**src/rtl/register_write_arbiter.sv**
```systemverilog
`default_nettype none
// ============================================================================
// Module      : register_write_arbiter
// Description : Round-robin write arbiter for a 2**ADDR_WIDTH x DATA_WIDTH
//               register bank. Grants one requester per WRITE cycle, drives
//               the shared D bus and one-hot clock enables, and sequences a
//               one-cycle bank-wide clear that takes priority over writes.
// Revision    : 1.0 - initial release
// ============================================================================
module register_write_arbiter #(
  parameter int NUM_REQ    = 2,
  parameter int DATA_WIDTH = 8,
  parameter int ADDR_WIDTH = 2
) (
  input  logic                           clock,
  input  logic                           input_clear_n,
  input  logic [NUM_REQ-1:0]             input_req,
  input  logic [NUM_REQ*ADDR_WIDTH-1:0]  input_addr,
  input  logic [NUM_REQ*DATA_WIDTH-1:0]  input_data,
  input  logic                           input_clear_all,
  output logic [NUM_REQ-1:0]             output_grant,
  output logic [DATA_WIDTH-1:0]          output_d,
  output logic [(1<<ADDR_WIDTH)-1:0]     output_clock_enable,
  output logic                           output_clear,
  output logic                           output_busy
);

  localparam int NUM_REG   = 1 << ADDR_WIDTH;
  localparam int PTR_WIDTH = (NUM_REQ > 2) ? 2 : 1;
  // Wide enough to hold last (max 3) + offset (max 4) before the modulo fold
  localparam int SUM_WIDTH = PTR_WIDTH + 2;

  generate
    if (NUM_REQ < 2 || NUM_REQ > 4) begin : g_bad_num_req
      $error("register_write_arbiter: NUM_REQ must be in 2..4");
    end
  endgenerate

  typedef enum logic [1:0] {
    ST_IDLE  = 2'd0,
    ST_WRITE = 2'd1,
    ST_CLEAR = 2'd2
  } state_t;

  state_t                  state_q;
  logic [PTR_WIDTH-1:0]    last_q;
  logic                    clear_pending_q;
  logic [NUM_REQ-1:0]      grant_q;
  logic [DATA_WIDTH-1:0]   d_q;
  logic [NUM_REG-1:0]      ce_q;
  logic                    clear_q;
  logic                    busy_q;

  logic                    w_found;
  logic [PTR_WIDTH-1:0]    w_win;
  logic [SUM_WIDTH-1:0]    w_cand;
  logic [ADDR_WIDTH-1:0]   w_addr;
  logic [DATA_WIDTH-1:0]   w_data;

  // Round-robin search: first asserted request starting just after last winner
  always_comb begin
    w_found = 1'b0;
    w_win   = '0;
    w_cand  = '0;
    for (int k = 1; k <= NUM_REQ; k++) begin
      w_cand = SUM_WIDTH'(last_q) + SUM_WIDTH'(k);
      if (w_cand >= SUM_WIDTH'(NUM_REQ)) begin
        w_cand = w_cand - SUM_WIDTH'(NUM_REQ);
      end
      if (!w_found && input_req[w_cand[PTR_WIDTH-1:0]]) begin
        w_found = 1'b1;
        w_win   = w_cand[PTR_WIDTH-1:0];
      end
    end
  end

  // Select the winning requester's address and data slices
  always_comb begin
    w_addr = '0;
    w_data = '0;
    for (int i = 0; i < NUM_REQ; i++) begin
      if (w_win == PTR_WIDTH'(i)) begin
        w_addr = input_addr[i*ADDR_WIDTH +: ADDR_WIDTH];
        w_data = input_data[i*DATA_WIDTH +: DATA_WIDTH];
      end
    end
  end

  // Arbitration FSM; every output is loaded on the edge that enters its cycle
  always_ff @(posedge clock or negedge input_clear_n) begin
    if (!input_clear_n) begin
      state_q         <= ST_IDLE;
      last_q          <= PTR_WIDTH'(NUM_REQ - 1);
      clear_pending_q <= 1'b0;
      grant_q         <= '0;
      d_q             <= '0;
      ce_q            <= '0;
      clear_q         <= 1'b0;
      busy_q          <= 1'b0;
    end else begin
      case (state_q)
        ST_IDLE: begin
          if (clear_pending_q || input_clear_all) begin
            // Clear wins over any pending write request
            state_q         <= ST_CLEAR;
            clear_pending_q <= 1'b0;
            grant_q         <= '0;
            d_q             <= '0;
            ce_q            <= '1;
            clear_q         <= 1'b1;
            busy_q          <= 1'b1;
          end else if (w_found) begin
            state_q <= ST_WRITE;
            last_q  <= w_win;
            grant_q <= NUM_REQ'(1) << w_win;
            d_q     <= w_data;
            ce_q    <= NUM_REG'(1) << w_addr;
            clear_q <= 1'b0;
            busy_q  <= 1'b1;
          end else begin
            // Idle: D bus keeps its last value
            grant_q <= '0;
            ce_q    <= '0;
            clear_q <= 1'b0;
            busy_q  <= 1'b0;
          end
        end
        ST_WRITE, ST_CLEAR: begin
          // Single-cycle operation; a clear pulse seen now is deferred
          state_q <= ST_IDLE;
          grant_q <= '0;
          ce_q    <= '0;
          clear_q <= 1'b0;
          if (input_clear_all) begin
            clear_pending_q <= 1'b1;
          end
          busy_q <= clear_pending_q | input_clear_all;
        end
        default: begin
          state_q <= ST_IDLE;
          grant_q <= '0;
          ce_q    <= '0;
          clear_q <= 1'b0;
          busy_q  <= clear_pending_q;
        end
      endcase
    end
  end

  assign output_grant        = grant_q;
  assign output_d            = d_q;
  assign output_clock_enable = ce_q;
  assign output_clear        = clear_q;
  assign output_busy         = busy_q;

endmodule
`default_nettype wire
```
**config.mk**
```make
export PLATFORM = sky130hd
export DESIGN_NAME = register_write_arbiter
export DESIGN_NICKNAME = d
export VERILOG_FILES = /design/src/rtl/register_write_arbiter.sv
export SDC_FILE = /design/constraint.sdc
export NUM_CORES = 1
export LEC_CHECK = 0
export ABC_AREA = 1
export BUFFER_PORTS_ARGS = -buffer_cell sky130_fd_sc_hd__clkbuf_2
export CAP_MARGIN = 20
export CORE_MARGIN = 2
export CORE_UTILIZATION = 40
export CTS_BUF_LIST = sky130_fd_sc_hd__clkbuf_8
export DETAILED_ROUTE_END_ITERATION = 6
export GPL_TIMING_DRIVEN = 0
export PLACE_DENSITY = 0.69
export SLEW_MARGIN = 30
export SYNTH_ARGS = -nofsm -noshare
export SYNTH_HDL_FRONTEND = slang
export SYNTH_SLANG_ARGS = --single-unit
export TNS_END_PERCENT = 10
```
**constraint.sdc**
```tcl
create_clock -name clock -period 3.2 [get_ports clock]
set_clock_uncertainty 0.1 [all_clocks]
set_input_delay 0.64 -clock clock [delete_from_list [all_inputs] [get_ports clock]]
set_output_delay 0.64 -clock clock [all_outputs]
set_load 0.005 [all_outputs]
```
==> qor.yml <==
timing:
  min_period_ns: 1.50
  finalCritPeriodShare_pct: 46.9
  setup-tns-final_ns: 0
  slew_viol_final: 0
  rsz0062_at_grt: "false"
  slew-limit-headroom_pct: 67.7
  hold_viol: 0
  worst_slack_ns: 1.70
  max_freq_ghz: 0.667
  tightest_slew_ns: 0.485
  whs_ns: 0.231
  setup_violations: 0
flow_run:
  drv_cap: 0
cts:
  cts_tree: "done"
  cts.repair.resized: 0
  clock-root-buffer: "clkbuf_8"
  clk_pin_slew_worst_paths_ns: 0.07
  post-cts-setup-buffers: 0
  cts-htree-levels: 1
  cts_inserted_buffers: 3
  clock_sinks: 20
  clockBufferDepth: 2
  cts_hold_buf: 0
  clock_latency_ns: 0.26
synth:
  synth_cells: 110
  avgSynthCellArea_um2: 8.41
  ys_seq_area_share_pct: 54.3
  synth_seq_cells: 20
  synth_cell_type_count: 19
  synth-warning-count: 0
  syn-num-nets: 137
  syn_area_um2: 925
setup_path:
  critPathTopFamily: "flip-flops"
  reg2regPathDepth: 6
  cp_slowest_cell: "dfrtp_1"
  r2r_start: "last_q"
  r2r-end: "output_d[3]"
  arrival_ns: 0.76
  critical_path.cell_chain: "clkbuf_2"
  max_stage_delay_ns: 0.39
  r2r_slack_ns: 1.73
  worstPathRequired_ns: 2.46
  end_kind: "primary output"
  crit_fanout: 2
  cp.buffers_inverters: 1
  critPathKind: "flop to primary output"
  startpoint_type: "flop"
power:
  p_per_area_nw_per_um2: 825
  power.total_mw: 1.02
  ir_worst_vdd_mv: 0.456
  p_leak_nw: 0.712
place:
  port_buffers: 40
  hpwl_um: 1550
  pre_cts_ws_ns: 1.49
  place_congestion: 0.713
  placed_cells: 178
outcome:
  run_status: "finished clean"
floorplan:
  die_h_um: 52.1
  die_area_um2: 2710
  pin_count: 41
  core-area_um2: 2190
  die_x_um: 52.1
  std_cell_rows: 17
  start_util_pct: 42.2
route:
  dr.pass1.iters: 4
  wire_per_inst_um: 10.9
  ant_nets: 0
  drc: 0
  vias: 831
  vias_per_cell: 4.57
  first_iter_violations: 16
  wl_um: 1990
finish:
  nFillCells: 202
  layout_common_cells: "45 x nand2_1, 40 x clkbuf_2, 19 x dfrtp_1, 11 x inv_1, 11 x nand3_1"
  final_net_count: 182
  final_common_cell: "nand2_1"
  num_antenna_cells: 0
  stdcell_count: 182
  area_growth_pct: 33.2
  layout-drive-gt1-share_pct: 33.8
global_route:
  grt_max_degree: 21
  overflow: 0
  grt_pass1_wl_um: 3240
  antenna_found_initial: 0
  grt_use_total_pct: 16.6
  grt_pass1_vias: 740
worst_hold_path:
  hp-class: "primary input to asynchronous set/reset pin"
==> worst register-to-register path: stages (launching register included) <==
cell and delay [ns]:
dfstp_2 0.54, nand2_1 0.12, nand2_2 0.18, inv_1 0.12
nor2_8 0.19, nand2_1 0.07, nand3_1 0.08
==> power breakdown <==
part | internal [mW] | switching (mW) | leakage, nW | total, mW
registers | 0.361 | 0.0461 | 0.254 | 0.407
clock network | 0.167 | 0.0815 | 0.0357 | 0.248
logic | 0.147 | 0.213 | 0.423 | 0.361
==> cell families (layout without fill, tap and decap cells) <==
kind of cell | Yosys count | count (layout) | synth area share, %
DFF | 20 | 20 | 54.3
adders and majority gates | 2 | 2 | 2.71
buffers and inverters | 12 | 56 | 4.87
and+or+nand+nor | 71 | 71 | 34.8
AOI/OAI and AO/OA | 5 | 5 | 3.38
==> layer usage <==
layer / wire (µm) / track usage, %
met1: 878 / 21.2
met2: 953 / 27.8
met3: 139 / 2.59
met4: 17 / 6.58
met5: 0 / 0
==> synth_stat cells, drive strengths merged <==
master	count	area (µm²)
o31ai	1	7.51
dfrtp	19	475
nor2	11	67.6
ha	2	25.0
nand3b	1	7.51
dfstp	1	26.3
o22ai	1	6.26
nand2	47	181
inv	12	45.0
nand3	12	65.1
a22oi	1	7.51
a21oi	1	5.00
o21ai	1	5.00
==> metrics by stage <==
step | cell area, µm² | util [%]
2_1_floorplan | 925 | -
3_3_place_gp | 1160 | 52.9
3_5_place_dp | 1160 | 52.9
4_1_cts | 1230 | 56.2
5_1_grt | 1230 | 56.2
6_report | 1230 | 56.2
==> area by class of cell <==
type | count | area [µm²] | area share (%)
multi-input cells | 78 | 378 | 30.7
clock buffers | 3 | 41.3 | 3.35
clock inverters | 1 | 30.0 | 2.44
inverters | 12 | 45.0 | 3.66
flip-flops and latches | 20 | 502 | 40.8
repair buffers | 40 | 200 | 16.3
well taps | 28 | 35.0 | 2.85
==> worst max-delay path by stage <==
stage	from	endpoint	slack, ns	cells past startpoint
6_report	output_d[0]	output_d[0]	1.70	1
5_1_grt	state_q[1]	output_d[3]	1.62	6
4_1_cts	output_d[0]	output_d[0]	1.69	1
3_5_place_dp	input_req[1]	output_d[0]	1.49	6
3_3_place_gp	input_clear_all	output_d[1]	1.53	6
2_1_floorplan	input_clear_all	output_d[0]	1.78	5
==> sequential cells by signal, summed over array words and instances, names as in the netlist <==
register,flops
last_q,1
output_busy,1
output_grant,2
output_clear,1
state_q,2
output_d,8
output_clock_enable,4
clear_pending_q,1
Note: power is estimated with default switching activity, not from simulation.
